===== src/rtl/seg7_pkg.sv =====
// Shared constants for the seven-segment display blocks: digit count, the
// active-low hex glyph set ({g,f,e,d,c,b,a}) and the all-dark pattern.
package seg7_pkg;

   localparam int DIGITS = 4;

   localparam logic [6:0] SEG_DARK = 7'h7F;

   localparam logic [6:0] GLYPH_0 = 7'b1000000;
   localparam logic [6:0] GLYPH_1 = 7'b1111001;
   localparam logic [6:0] GLYPH_2 = 7'b0100100;
   localparam logic [6:0] GLYPH_3 = 7'b0110000;
   localparam logic [6:0] GLYPH_4 = 7'b0011001;
   localparam logic [6:0] GLYPH_5 = 7'b0010010;
   localparam logic [6:0] GLYPH_6 = 7'b0000010;
   localparam logic [6:0] GLYPH_7 = 7'b1111000;
   localparam logic [6:0] GLYPH_8 = 7'b0000000;
   localparam logic [6:0] GLYPH_9 = 7'b0010000;
   localparam logic [6:0] GLYPH_A = 7'b0001000;
   localparam logic [6:0] GLYPH_B = 7'b0000011;
   localparam logic [6:0] GLYPH_C = 7'b1000110;
   localparam logic [6:0] GLYPH_D = 7'b0100001;
   localparam logic [6:0] GLYPH_E = 7'b0000110;
   localparam logic [6:0] GLYPH_F = 7'b0001110;

endpackage


===== src/rtl/seg7_hex_decode.sv =====
// Combinational nibble-to-glyph decoder, active-low {g,f,e,d,c,b,a}.
// Shared by every block that drives a seven-segment digit.
module seg7_hex_decode
   import seg7_pkg::*;
(
   input  logic [3:0] nibble,
   output logic [6:0] glyph
);

   always_comb begin
      glyph = SEG_DARK;
      case (nibble)
         4'h0: glyph = GLYPH_0;
         4'h1: glyph = GLYPH_1;
         4'h2: glyph = GLYPH_2;
         4'h3: glyph = GLYPH_3;
         4'h4: glyph = GLYPH_4;
         4'h5: glyph = GLYPH_5;
         4'h6: glyph = GLYPH_6;
         4'h7: glyph = GLYPH_7;
         4'h8: glyph = GLYPH_8;
         4'h9: glyph = GLYPH_9;
         4'hA: glyph = GLYPH_A;
         4'hB: glyph = GLYPH_B;
         4'hC: glyph = GLYPH_C;
         4'hD: glyph = GLYPH_D;
         4'hE: glyph = GLYPH_E;
         4'hF: glyph = GLYPH_F;
         default: glyph = SEG_DARK;
      endcase
   end

endmodule


===== src/rtl/seg7_scan.sv =====
// Four-digit multiplexed hex display driver: latches a 16-bit value and scans
// one digit every CLK_DIV cycles. Define SEG7_LZ_BLANK_EN for leading-zero blanking.
module seg7_scan
   import seg7_pkg::*;
#(
   parameter int CLK_DIV = 50000
) (
   input  logic        clk,
   input  logic        rst,
   input  logic [15:0] value,
   input  logic        load,
   output logic [6:0]  seg,
   output logic [3:0]  an,
   output logic        frame
);

   localparam int         DIV_W    = $clog2(CLK_DIV);
   localparam logic [1:0] IDX_LAST = 2'(DIGITS - 1);

   logic [DIV_W-1:0] div;
   logic [1:0]       idx;
   logic [15:0]      disp;
   logic             wrap_q;
   logic             tick;
   logic             blank;
   logic [3:0]       nibble;
   logic [6:0]       glyph;

   assign tick   = (div == DIV_W'(CLK_DIV - 1));
   assign nibble = disp[{idx, 2'b00} +: 4];

   seg7_hex_decode u_decode (
      .nibble (nibble),
      .glyph  (glyph)
   );

`ifdef SEG7_LZ_BLANK_EN
   // A digit goes dark only when it and every more-significant digit are zero.
   always_comb begin
      blank = 1'b0;
      case (idx)
         2'd1:    blank = (disp[15:4]  == 12'd0);
         2'd2:    blank = (disp[15:8]  == 8'd0);
         2'd3:    blank = (disp[15:12] == 4'd0);
         default: blank = 1'b0;
      endcase
   end
`else
   assign blank = 1'b0;
`endif

   // an/seg are registered from the pre-edge idx, so the digit-0 enable appears
   // one edge after the wrapping tick; frame is delayed one stage to line up with it.
   always_ff @(posedge clk) begin
      if (rst) begin
         div    <= '0;
         idx    <= '0;
         disp   <= '0;
         wrap_q <= 1'b0;
         an     <= 4'hF;
         seg    <= SEG_DARK;
         frame  <= 1'b0;
      end else begin
         if (load) begin
            disp <= value;
         end
         div <= tick ? '0 : div + 1'b1;
         if (tick) begin
            idx <= idx + 2'd1;
         end
         wrap_q <= tick && (idx == IDX_LAST);
         frame  <= wrap_q;
         an     <= blank ? 4'hF : ~(4'b0001 << idx);
         seg    <= blank ? SEG_DARK : glyph;
      end
   end

endmodule


===== config.mk =====
export PLATFORM = sky130hd
export DESIGN_NAME = seg7_scan
export DESIGN_NICKNAME = d
export VERILOG_FILES = /design/src/rtl/seg7_pkg.sv /design/src/rtl/seg7_hex_decode.sv /design/src/rtl/seg7_scan.sv
export SDC_FILE = /design/constraint.sdc
export NUM_CORES = 1
export LEC_CHECK = 0
export ABC_CLOCK_PERIOD_IN_PS = 3100
export CORE_MARGIN = 1.5
export CORE_UTILIZATION = 57
export CTS_CLUSTER_DIAMETER = 200
export DETAILED_ROUTE_END_ITERATION = 10
export PLACE_DENSITY = 0.84
export SYNTH_ARGS = -nofsm -noshare
export SYNTH_HDL_FRONTEND = slang
export SYNTH_SLANG_ARGS = --single-unit

===== constraint.sdc =====
create_clock -name clk -period 3.1 [get_ports clk]
set_input_delay 0.465 -clock clk [delete_from_list [all_inputs] [get_ports clk]]
set_output_delay 0.465 -clock clk [all_outputs]
set_load 0.02 [all_outputs]

Word-level counts from Yosys, hierarchy flattened
Memory sizes are Yosys's and may differ from the RTL's. A register that Yosys moved wholly into a read port is not among the register bits. Index checks and enable logic that the tools add are counted.

Memories kept: 1. Register bits: 40. Bits in read-only memories: 112. Word-level logic and storage cells: 16. Output and inout bits: 12. Input bits: 19.

Reduce and logical (&&, ||, !) cells: 2. Shift operators: 2. Equality and inequality tests: 2. Bitwise logic cells: 1. Add/sub/neg operators: 2.

Memories: (name not given) (depth 16, bits a word 7, rd ports 1, clocked after memory_dff 1, wr ports 0, line seg7_hex_decode.sv:12) `case (nibble)`.

Operators with widths (count): $add 16x1->16 const B (1); $eq 16x16->1 const B (1); $shiftx 16x5->4 (1); $not 4->4 (1); $shl 1x2->4 const A (1); $add 2x1->2 const B (1); $eq 2x2->1 const B (1); $reduce_or 2->1 (1); $logic_and 1x1->1 (1).

Logic depth before layout (Yosys ltp)
Gate-level depths: netlist of run 1.

Depth after elaboration: 2. Gate-level depth with buffers: 7. Mapped depth without buffers: 6.

Modules after synthesis
A second synthesis of run 1 with hierarchy kept.

Cells, all modules: 209. Area, all modules: 2129.5 um2.

By module, submodules not included: seg7_scan (area an instance 1854.3 um2, cells each 177, seq. area each 940.9 um2, times used 1); seg7_hex_decode (area an instance 275.3 um2, cells each 32, seq. area each 0.0 um2, times used 1).

Least setup slack after synthesis of run 1
Ideal clock, no wire load.

Path kind: reg-to-reg. Start point: register idx[0]. End point: register seg[0]. Clock period less this slack: 1900 ps. Required time: 2971 ps. Stages on the path, launching flop included: 7. Arrival: 1771 ps. Setup slack: 1200 ps. Buffers on the path: 1. Library setup time: 129 ps. Cell sequence: dfxtp_1 > buf_6 > mux4_2 > ha_1 > or3b_1 > o221ai_2 > nand2_1.

Cells in the longest elaborated chain, start to end: 1.

RTL lines: from (decl) (line seg7_scan.sv:21) `logic [1:0] idx;`; from (signal assigned) (line seg7_scan.sv:69) `idx <= idx + 2'd1;`; $shiftx 16x5->4 (line seg7_scan.sv:30) `assign nibble = disp[{idx, 2'b00} +: 4];`; to (decl) (line seg7_scan.sv:12) `output logic [6:0] seg,`.

No other way between the ends. A chain may end at the register's enable or synchronous reset.

Worst setup path after layout of run 1
Same ends and word-level chain as after synthesis.

==> results of run 1 <==
-- stage by stage --
stage                     hold WS, ns  utilization (%)
after detailed placement        0.457             69.1
final                           0.488             72.1
after floorplan                 0.414                -
after CTS                       0.482             72.1
after global routing            0.511             72.1
after global placement          0.454             69.1
-- cell usage in the layout, fill, tap and decap left out, types with 5 or more instances in the layout --
| master | instances |
|---|---|
| mux2i_1 | 19 |
| xor2_1 | 11 |
| clkdlybuf4s50_1 | 30 |
| nor2_1 | 34 |
| inv_1 | 5 |
| clkbuf_4 | 5 |
| dfxtp_1 | 47 |
| nand3_1 | 7 |
| ha_1 | 11 |
| nand2_1 | 15 |
-- registers in the layout (all words and copies together), names as in the netlist --
name    flops
wrap_q      1
idx         2
frame       1
an          4
disp       16
seg         7
div        16
-- worst max-delay path: stages (launching register included) --
cell and delay [ns]:
dfxtp_1 0.56, mux4_2 0.63, ha_1 0.28, or3b_1 0.40
o221ai_2 0.07, nand2_1 0.06
-- worst max-delay path by stage --
stage | end | slack, ns | depth (start not counted)
floorplan | seg[0]$_SDFF_PP1_ | 1.20 | 6
global placement | seg[0]$_SDFF_PP1_ | 1.01 | 5
global route | seg[1]$_SDFF_PP1_ | 0.85 | 5
finish | seg[0]$_SDFF_PP1_ | 0.98 | 5
CTS | seg[0]$_SDFF_PP1_ | 0.97 | 5
detailed placement | seg[0]$_SDFF_PP1_ | 0.99 | 5
-- cell families after synthesis --
logic type / after synthesis
xor gates and xnor gates: 14
DFF: 47
AOI/OAI and AO/OA: 14
buffers and inverters: 17
muxes: 25
adders and majority gates: 11
and+or+nand+nor: 74
-- layout make-up --
type	instances	area, um^2
multi-input cells	138	1020
inverters	5	18.8
repair buffers	31	308
fillers	260	945
clock buffers	6	41.3
clock inverters	2	60.1
flip-flops and latches	47	941
well taps	46	57.6
-- metal layers --
| metal | vias up | wire (um) | part of all wire (%) |
|---|---|---|---|
| li1 | 749 | - | - |
| met1 | 673 | 1660 | 48 |
| met2 | 24 | 1680 | 48 |
| met3 | 8 | 97 | 2.8 |
| met4 | 0 | 47 | 1.4 |
| met5 | - | 0 | 0 |
-- synth_stat cells, types with 2 or more instances --
cell type   n
dfxtp_1    47
nor4bb_1    2
a21oi_1     4
nand3_1     7
o211ai_1    2
xor2_1     11
mux2i_1    19
nand2_1    15
buf_2       3
and3_1      3
o21ai_0     2
and4_1      3
buf_6       3
mux4_2      4
o311ai_1    2
nor2_1     34
inv_1       5
ha_1       11
mux2_2      2
clkbuf_1    6
nand4_1     4
xnor2_1     3
-- power by group --
part	switching, mW	total [mW]	internal (mW)	leakage [nW]
Sequential	0.0110	0.640	0.629	0.385
Clock	0.186	0.438	0.252	0.0525
Combinational	0.0618	0.131	0.0693	0.541
==> flow_summary.html, run 1 <==
<table>
<tr><th>Metric</th><th>Value</th></tr>
<tr><th colspan="2">Run status</th></tr>
<tr><td>Result of the run</td><td>finished clean</td></tr>
<tr><th colspan="2">Run</th></tr>
<tr><td>Max-cap violations</td><td>0</td></tr>
<tr><th colspan="2">Clock tree</th></tr>
<tr><td>Worst-case clock buffer depth</td><td>2</td></tr>
<tr><td># Post-CTS Setup Buffers</td><td>0</td></tr>
<tr><td>Cell at the root of the clock tree</td><td>clkbuf_4</td></tr>
<tr><td>TritonCTS clock tree</td><td>done</td></tr>
<tr><td>Hold buffers post-CTS</td><td>0</td></tr>
<tr><td>Reg clk slew, reported paths</td><td>0.12 ns</td></tr>
<tr><td>Clock buffers created by TritonCTS</td><td>5</td></tr>
<tr><td>Count of clock tree sinks</td><td>47</td></tr>
<tr><td>Number of H-tree levels</td><td>2</td></tr>
<tr><td>Number of gates resized after cts</td><td>0</td></tr>
<tr><td>Clock latency at the later pin of the worst-skew pair</td><td>0.36 ns</td></tr>
<tr><th colspan="2">STA</th></tr>
<tr><td>Total of endpoints with negative setup slack in the final report</td><td>0</td></tr>
<tr><td>Number of max-slew violations in the final report</td><td>0</td></tr>
<tr><td>Setup ws final</td><td>0.982 ns</td></tr>
<tr><td>Slew of the pin with the lowest slew margin</td><td>0.908 ns</td></tr>
<tr><td>Worst rel slew slack</td><td>39.3%</td></tr>
<tr><td>Maximum clock frequency</td><td>472 MHz</td></tr>
<tr><td>Setup Total Neg Slack</td><td>0 ns</td></tr>
<tr><td>Number of hold violations in the final report</td><td>0</td></tr>
<tr><td>Unrepaired setup endpoints after global routing</td><td>no</td></tr>
<tr><td>Part of the cycle the worst path needs</td><td>68.3%</td></tr>
<tr><td>Post-layout minimum cycle time</td><td>2.12 ns</td></tr>
<tr><td>Fin Clk Skew</td><td>0.0138 ns</td></tr>
<tr><th colspan="2">Routing</th></tr>
<tr><td>DR DRC count</td><td>0</td></tr>
<tr><td>Detailed Route Iter0 Violations</td><td>89</td></tr>
<tr><td>Detailed-route wire length per cell</td><td>12.7 um</td></tr>
<tr><td>Ratio of routed vias to standard cells</td><td>5.29</td></tr>
<tr><td>Pre-Repair DR Iteration Count</td><td>4</td></tr>
<tr><td>Routed wire length</td><td>3480 um</td></tr>
<tr><td>Post-route ant nets</td><td>0</td></tr>
<tr><td>Vias post-DR</td><td>1454</td></tr>
<tr><th colspan="2">Min path</th></tr>
<tr><td>Launch instance of the worst min-delay path</td><td>wrap_q$_SDFF_PP0_</td></tr>
<tr><td>Hold Path Sink</td><td>frame$_SDFF_PP0_</td></tr>
<tr><td>Worst hold stages</td><td>1</td></tr>
<tr><td>Worst hold path class</td><td>reg2reg</td></tr>
<tr><th colspan="2">Critical path</th></tr>
<tr><td>Required time of the critical path</td><td>3.33 ns</td></tr>
<tr><td>Worst flop-to-flop path startpoint</td><td>idx[0]$_SDFFE_PP0N_</td></tr>
<tr><td>Classification of the worst setup path</td><td>reg2reg</td></tr>
<tr><td>Depth of the worst register-to-register path</td><td>5</td></tr>
<tr><td>Largest fanout on the critical path</td><td>7</td></tr>
<tr><td>Critical path capture point type</td><td>flip-flop</td></tr>
<tr><td>Critical Path AT</td><td>2.35 ns</td></tr>
<tr><td>Startpoint type of the worst setup path</td><td>flip-flop</td></tr>
<tr><td>Critical Path Start</td><td>idx[0]$_SDFFE_PP0N_</td></tr>
<tr><td>Register-to-register setup slack</td><td>0.98 ns</td></tr>
<tr><td>Critical register-to-register path endpoint</td><td>seg[0]$_SDFF_PP1_</td></tr>
<tr><th colspan="2">Final layout</th></tr>
<tr><td>Total non-filler cell area in the finished layout</td><td>2440 um^2</td></tr>
<tr><td>Share of post-route cells with drive strength above 1</td><td>6.55%</td></tr>
<tr><td>Filler-free cell count of the finished design</td><td>275</td></tr>
<tr><td>Area added between synthesis and finish</td><td>19.3%</td></tr>
<tr><td>Final #Nets</td><td>258</td></tr>
<tr><td>Antenna diodes</td><td>0</td></tr>
<tr><th colspan="2">Global route</th></tr>
<tr><td>Number of antenna violations at the first check in global routing</td><td>0</td></tr>
<tr><td>Met2 usage in global routing</td><td>33.2%</td></tr>
<tr><td>Number of global-route vias before repair</td><td>1436</td></tr>
<tr><td>First-pass GRT wire length</td><td>6370 um</td></tr>
<tr><td>Total routing resource utilization after global routing</td><td>20.0%</td></tr>
<tr><td>Busiest metal layer after global routing</td><td>met2</td></tr>
<tr><td>Fraction of met1 tracks used by global routing</td><td>25.8%</td></tr>
<tr><td>Met3 track demand over resource in global routing</td><td>3.96%</td></tr>
<tr><td>Maximum number of pins on one net before global-route repair</td><td>24</td></tr>
<tr><td>Total overflow reported by the global router</td><td>0</td></tr>
<tr><th colspan="2">Power and ir drop</th></tr>
<tr><td>PnR Total Power</td><td>1.21 mW</td></tr>
<tr><td>Peak supply drop</td><td>0.342 mV</td></tr>
<tr><td>Power density normalized to cell area</td><td>495 nW/um^2</td></tr>
<tr><td>Standby leakage power</td><td>0.979 nW</td></tr>
<tr><th colspan="2">Logic synthesis</th></tr>
<tr><td>Syn Inst Count</td><td>202</td></tr>
<tr><td>Share of synthesized flip-flops with an asynchronous set or reset</td><td>0%</td></tr>
<tr><td>Simple-gate share of the synthesized area</td><td>17.2%</td></tr>
<tr><td>Mean area per synthesized cell</td><td>10.1 um^2</td></tr>
<tr><td>Post-Synth Adder-Cell Area</td><td>6.72%</td></tr>
<tr><td>Multiplexer fraction of the synthesized cell area</td><td>14.8%</td></tr>
<tr><td>Number of nets in the synthesized netlist</td><td>232</td></tr>
<tr><td>Fraction of the yosys area taken by sequential cells</td><td>45.9%</td></tr>
<tr><td>Post-synthesis share of cell area spent on xor and xnor gates</td><td>5.98%</td></tr>
<tr><td>Yosys warnings</td><td>0</td></tr>
<tr><td>Post-synth top area share</td><td>45.9%</td></tr>
<tr><td>Area fraction in compound gates after synthesis</td><td>5.01%</td></tr>
<tr><td>Netlist Area Pre-Place</td><td>2050 um^2</td></tr>
<tr><td>Dominant combinational cell family by area after synthesis</td><td>simple AND/OR/NAND/NOR gates</td></tr>
<tr><td>Count of distinct cell types in the synthesized netlist</td><td>32</td></tr>
<tr><td>Top flip-flop cell by instance count after synthesis</td><td>dfxtp_1</td></tr>
<tr><td>Top cell type by total area after synthesis</td><td>dfxtp_1</td></tr>
<tr><td>Count of flip-flops with a built-in enable after synthesis</td><td>0</td></tr>
<tr><td>Flops &amp; latches, synth</td><td>47</td></tr>
<tr><td>Ranking of synthesized cells by area</td><td>dfxtp_1 46%, mux2i_1 9.3%, ha_1 6.7%</td></tr>
<tr><th colspan="2">Place</th></tr>
<tr><td>Routability congestion estimate from global placement</td><td>0.739</td></tr>
<tr><td>Estimated wirelength of the detail-placed design</td><td>2500 um</td></tr>
<tr><td>Setup Slack @ Placement</td><td>0.988 ns</td></tr>
<tr><td>Placed cell areas</td><td>2340 um^2</td></tr>
<tr><td>Instance count after placement with tap cells included</td><td>267</td></tr>
<tr><td>Port Buf Inserts</td><td>30</td></tr>
<tr><th colspan="2">Floorplan</th></tr>
<tr><td>Die outline height</td><td>63.0 um</td></tr>
<tr><td>I/O pin count</td><td>31</td></tr>
<tr><td>Width of the die</td><td>63.0 um</td></tr>
<tr><td>Area of the core</td><td>3390 um^2</td></tr>
<tr><td>Die area</td><td>3960 um^2</td></tr>
<tr><td>Number of cell rows</td><td>21</td></tr>
<tr><td>Starting utilization of the core area</td><td>60.5%</td></tr>
</table>
(Power assumes the default switching activity.)
==> inputs of run 2 (changes only) <==
--- a/config.mk
+++ b/config.mk
@@ -5,12 +5,12 @@
 export SDC_FILE = /design/constraint.sdc
 export NUM_CORES = 1
 export LEC_CHECK = 0
-export ABC_CLOCK_PERIOD_IN_PS = 3100
+export ABC_CLOCK_PERIOD_IN_PS = 2220
 export CORE_MARGIN = 1.5
-export CORE_UTILIZATION = 57
+export CORE_UTILIZATION = 53
 export CTS_CLUSTER_DIAMETER = 200
 export DETAILED_ROUTE_END_ITERATION = 10
-export PLACE_DENSITY = 0.84
+export PLACE_DENSITY = 0.79
 export SYNTH_ARGS = -nofsm -noshare
 export SYNTH_HDL_FRONTEND = slang
 export SYNTH_SLANG_ARGS = --single-unit
==> constraint.sdc (replaced) <==
create_clock -name clk -period 2.22 [get_ports clk]
set_input_delay 0.333 -clock clk [delete_from_list [all_inputs] [get_ports clk]]
set_output_delay 0.333 -clock clk [all_outputs]
set_load 0.02 [all_outputs]
==> run 2 against run 1 <==
Effect of this change:
- sequential power increased by 40%
- first-iteration DRC count down 9.0%
- die area rose by 7.2%
- combinational power rose by 41%
- sequential cell count did not move
- largest cell class unchanged
- highest routed layer unchanged
==> flow_summary.html, run 2 (synthesis gave the netlist of run 1 again) <==
<table>
<tr><th>Metric</th><th>Value</th></tr>
<tr><th colspan="2">Run status</th></tr>
<tr><td>Result of the run</td><td>finished clean</td></tr>
<tr><th colspan="2">Clock tree</th></tr>
<tr><td>Clock buffers created by TritonCTS</td><td>5 (unchanged)</td></tr>
<tr><td>Number of H-tree levels</td><td>2 (unchanged)</td></tr>
<tr><td>Count of clock tree sinks</td><td>47 (unchanged)</td></tr>
<tr><td>Cell at the root of the clock tree</td><td>clkbuf_8</td></tr>
<tr><td>Reg clk slew, reported paths</td><td>0.08 ns (-0.04 ns)</td></tr>
<tr><td>Hold buffers post-CTS</td><td>0 (unchanged)</td></tr>
<tr><td>TritonCTS clock tree</td><td>done</td></tr>
<tr><td>Clock latency at the later pin of the worst-skew pair</td><td>0.29 ns (-0.07 ns)</td></tr>
<tr><td>Worst-case clock buffer depth</td><td>2 (unchanged)</td></tr>
<tr><td># Post-CTS Setup Buffers</td><td>0 (unchanged)</td></tr>
<tr><td>Number of gates resized after cts</td><td>0 (unchanged)</td></tr>
<tr><th colspan="2">Global route</th></tr>
<tr><td>First-pass GRT wire length</td><td>6600 um (+3.7%)</td></tr>
<tr><td>Total routing resource utilization after global routing</td><td>20.1% (+0.11 points)</td></tr>
<tr><td>Maximum number of pins on one net before global-route repair</td><td>23 (-4.2%)</td></tr>
<tr><td>Total overflow reported by the global router</td><td>0 (unchanged)</td></tr>
<tr><td>Number of antenna violations at the first check in global routing</td><td>0 (unchanged)</td></tr>
<tr><td>Number of global-route vias before repair</td><td>1414 (-1.5%)</td></tr>
<tr><th colspan="2">Run</th></tr>
<tr><td>Max-cap violations</td><td>0 (unchanged)</td></tr>
<tr><th colspan="2">Critical path</th></tr>
<tr><td>Cell type group with the largest total delay on the critical path</td><td>multiplexers</td></tr>
<tr><td>Startpoint type of the worst setup path</td><td>flip-flop</td></tr>
<tr><td>Critical Path AT</td><td>2.10 ns (-0.25 ns)</td></tr>
<tr><td>Largest fanout on the critical path</td><td>5 (-2)</td></tr>
<tr><td>Largest incremental delay on the critical path</td><td>0.59 ns (-0.04 ns)</td></tr>
<tr><td>Critical path capture point type</td><td>flip-flop</td></tr>
<tr><td>Classification of the worst setup path</td><td>reg2reg</td></tr>
<tr><td>Worst path buffer plus inverter count</td><td>0 (unchanged)</td></tr>
<tr><td>Cell with the biggest individual delay on the critical path</td><td>mux4_2</td></tr>
<tr><td>Ordered cell list for the critical path</td><td>mux4_2 -&gt; ha_1 -&gt; or3b_1 -&gt; o221ai_2 -&gt; nand2_1</td></tr>
<tr><td>Required time of the critical path</td><td>2.39 ns (-0.94 ns)</td></tr>
<tr><th colspan="2">Place</th></tr>
<tr><td>Estimated wirelength of the detail-placed design</td><td>2520 um (+0.73%)</td></tr>
<tr><td>Routability congestion estimate from global placement</td><td>0.846 (+15%)</td></tr>
<tr><td>Setup Slack @ Placement</td><td>0.337 ns (-0.652 ns)</td></tr>
<tr><td>Port Buf Inserts</td><td>30 (unchanged)</td></tr>
<tr><th colspan="2">Power and ir drop</th></tr>
<tr><td>Share of power burned in combinational logic</td><td>11.1% (+0.3 points)</td></tr>
<tr><td>Standby leakage power</td><td>0.992 nW (+1.4%)</td></tr>
<tr><td>Power density normalized to cell area</td><td>675 nW/um^2 (+37%)</td></tr>
<tr><td>Switching portion of total power</td><td>21.8% (+0.36 points)</td></tr>
<tr><td>Power share of the sequential group</td><td>53.7% (+0.8 points)</td></tr>
<tr><td>Clk pwr share</td><td>35.2% (-1.0 points)</td></tr>
<tr><td>Peak supply drop</td><td>0.453 mV (+32%)</td></tr>
<tr><td>Internal portion of total power</td><td>1.31 mW (+37%)</td></tr>
<tr><td>P_sw</td><td>0.364 mW (+40%)</td></tr>
<tr><th colspan="2">Final layout</th></tr>
<tr><td>Final Core Density</td><td>67.0% (-5.1 points)</td></tr>
<tr><td>Leading cell types in the layout, fill and taps excluded</td><td>47 x dfxtp_1, 34 x nor2_1, 30 x clkdlybuf4s50_1</td></tr>
<tr><td>Biggest registers after layout</td><td>disp (16), div (16), seg (7)</td></tr>
<tr><td>Share of post-route cells with drive strength above 1</td><td>7.36% (+0.81 points)</td></tr>
<tr><td>Area added between synthesis and finish</td><td>20.6%</td></tr>
<tr><td>FILL cells</td><td>309 (+19%)</td></tr>
<tr><td>Final #Nets</td><td>261 (+1.2%)</td></tr>
<tr><td>Most common cell after layout, fill and taps aside</td><td>dfxtp_1</td></tr>
<tr><td>Antenna diodes</td><td>0 (unchanged)</td></tr>
<tr><th colspan="2">Routing</th></tr>
<tr><td>Detailed Route Iter0 Violations</td><td>81 (-9.0%)</td></tr>
<tr><td>Routed wire length</td><td>3670 um (+5.5%)</td></tr>
<tr><td>Post-route ant nets</td><td>0 (unchanged)</td></tr>
<tr><td>Vias post-DR</td><td>1472 (+1.2%)</td></tr>
<tr><td>Detailed-route wire length per cell</td><td>13.2 um (+4.0%)</td></tr>
<tr><td>Ratio of routed vias to standard cells</td><td>5.28 (-0.21%)</td></tr>
<tr><td>DR DRC count</td><td>0 (unchanged)</td></tr>
<tr><td>Pre-Repair DR Iteration Count</td><td>4 (unchanged)</td></tr>
<tr><th colspan="2">Floorplan</th></tr>
<tr><td>Starting utilization of the core area</td><td>55.6% (-4.9 points)</td></tr>
<tr><td>Width of the die</td><td>65.2 um (+3.5%)</td></tr>
<tr><td>I/O pin count</td><td>31 (unchanged)</td></tr>
<tr><td>Die area</td><td>4250 um^2 (+7.2%)</td></tr>
<tr><td>Die outline height</td><td>65.2 um (+3.5%)</td></tr>
<tr><td>Number of cell rows</td><td>22 (+4.8%)</td></tr>
<tr><td>Area of the core</td><td>3690 um^2 (+8.8%)</td></tr>
<tr><th colspan="2">STA</th></tr>
<tr><td>Unrepaired setup endpoints after global routing</td><td>no</td></tr>
<tr><td>Slew of the pin with the lowest slew margin</td><td>0.490 ns (-0.418 ns)</td></tr>
<tr><td>Maximum clock frequency</td><td>518 MHz (+9.8%)</td></tr>
<tr><td>Setup Total Neg Slack</td><td>0 ns (unchanged)</td></tr>
<tr><td>Worst rel slew slack</td><td>67.2% (+28 points)</td></tr>
<tr><td>Setup ws final</td><td>0.291 ns (-0.691 ns)</td></tr>
<tr><td>Post-layout minimum cycle time</td><td>1.93 ns (-0.189 ns)</td></tr>
<tr><td>Fin Clk Skew</td><td>0.00398 ns (-0.00984 ns)</td></tr>
<tr><td>Number of max-slew violations in the final report</td><td>0 (unchanged)</td></tr>
<tr><td>Part of the cycle the worst path needs</td><td>86.9% (+19 points)</td></tr>
<tr><td>Total of endpoints with negative setup slack in the final report</td><td>0 (unchanged)</td></tr>
<tr><td>Number of hold violations in the final report</td><td>0 (unchanged)</td></tr>
<tr><th colspan="2">Min path</th></tr>
<tr><td>Worst hold path class</td><td>reg2reg</td></tr>
</table>
[run 2: cell count changes in the layout (fill, tap and decap cells not counted)]
cell | previous run | this run
clkbuf_8 | 0 | 5
buf_4 | 1 | 4
bufinv_16 | 2 | 1
clkbuf_4 | 5 | 0
[run 2: worst paths after layout]
kind                       startpoint                end  slack (ns)  cells after the start
setup / recovery  idx[0]$_SDFFE_PP0N_  seg[0]$_SDFF_PP1_        0.29                      5
hold / removal      wrap_q$_SDFF_PP0_   frame$_SDFF_PP0_        0.44                      1
hold reg to reg     wrap_q$_SDFF_PP0_   frame$_SDFF_PP0_        0.44                      1
setup reg to reg  idx[0]$_SDFFE_PP0N_  seg[0]$_SDFF_PP1_        0.29                      5
[run 2: metal layers]
layer | global-route usage (%) | share of wire (%) | up-vias
met5 | 0 | 0 | -
met4 | 6.25 | 1.0 | 0
met3 | 4.28 | 2.9 | 4
met2 | 30.6 | 46 | 24
met1 | 28.6 | 50 | 693
li1 | - | - | 751
[run 2: worst reg2reg max path: stages, from the launching register on]
cell and delay [ns]:
dfxtp_1 0.41, mux4_2 0.59, ha_1 0.27, or3b_1 0.40
o221ai_2 0.07, nand2_1 0.06
[run 2: layout make-up]
class | instances | area, um^2 | share of cell area (%)
Multi-Input combinational cell | 138 | 1020 | 41.2
Sequential cell | 47 | 941 | 38.1
Timing Repair Buffer | 34 | 330 | 13.4
Clock buffer | 6 | 72.6 | 2.94
Tap cell | 48 | 60.1 | 2.43
Clock inverter | 1 | 30.0 | 1.22
Inverter | 5 | 18.8 | 0.759
[run 2: power by group through the flow]
stage	clock network (mW)	registers, mW	logic [mW]
2_1_floorplan	0	0.926	0.0964
3_3_place_gp	0	0.915	0.181
3_5_place_dp	0	0.915	0.184
4_1_cts	0.598	0.896	0.186
5_1_grt	0.636	0.900	0.204
6_report	0.588	0.896	0.185
[run 2: metrics by stage]
| stage | area, um^2 | cells | hold slack (ns) | total power, mW |
|---|---|---|---|---|
| 2_1_floorplan | 2050 | 202 | 0.405 | 1.02 |
| 3_3_place_gp | 2370 | 272 | 0.436 | 1.10 |
| 3_5_place_dp | 2370 | 272 | 0.433 | 1.10 |
| 4_1_cts | 2470 | 279 | 0.453 | 1.68 |
| 5_1_grt | 2470 | 279 | 0.469 | 1.74 |
| 6_report | 2470 | 279 | 0.445 | 1.67 |
==> inputs of run 3 (changes only) <==
--- a/config.mk
+++ b/config.mk
@@ -6,9 +6,10 @@
 export NUM_CORES = 1
 export LEC_CHECK = 0
 export ABC_CLOCK_PERIOD_IN_PS = 2220
+export CAP_MARGIN = 20
 export CORE_MARGIN = 1.5
 export CORE_UTILIZATION = 53
-export CTS_CLUSTER_DIAMETER = 200
+export CTS_CLUSTER_SIZE = 24
 export DETAILED_ROUTE_END_ITERATION = 10
 export PLACE_DENSITY = 0.79
 export SYNTH_ARGS = -nofsm -noshare
==> results of run 3 <==
Final layout, timing and power as in run 2 (identical DEF).
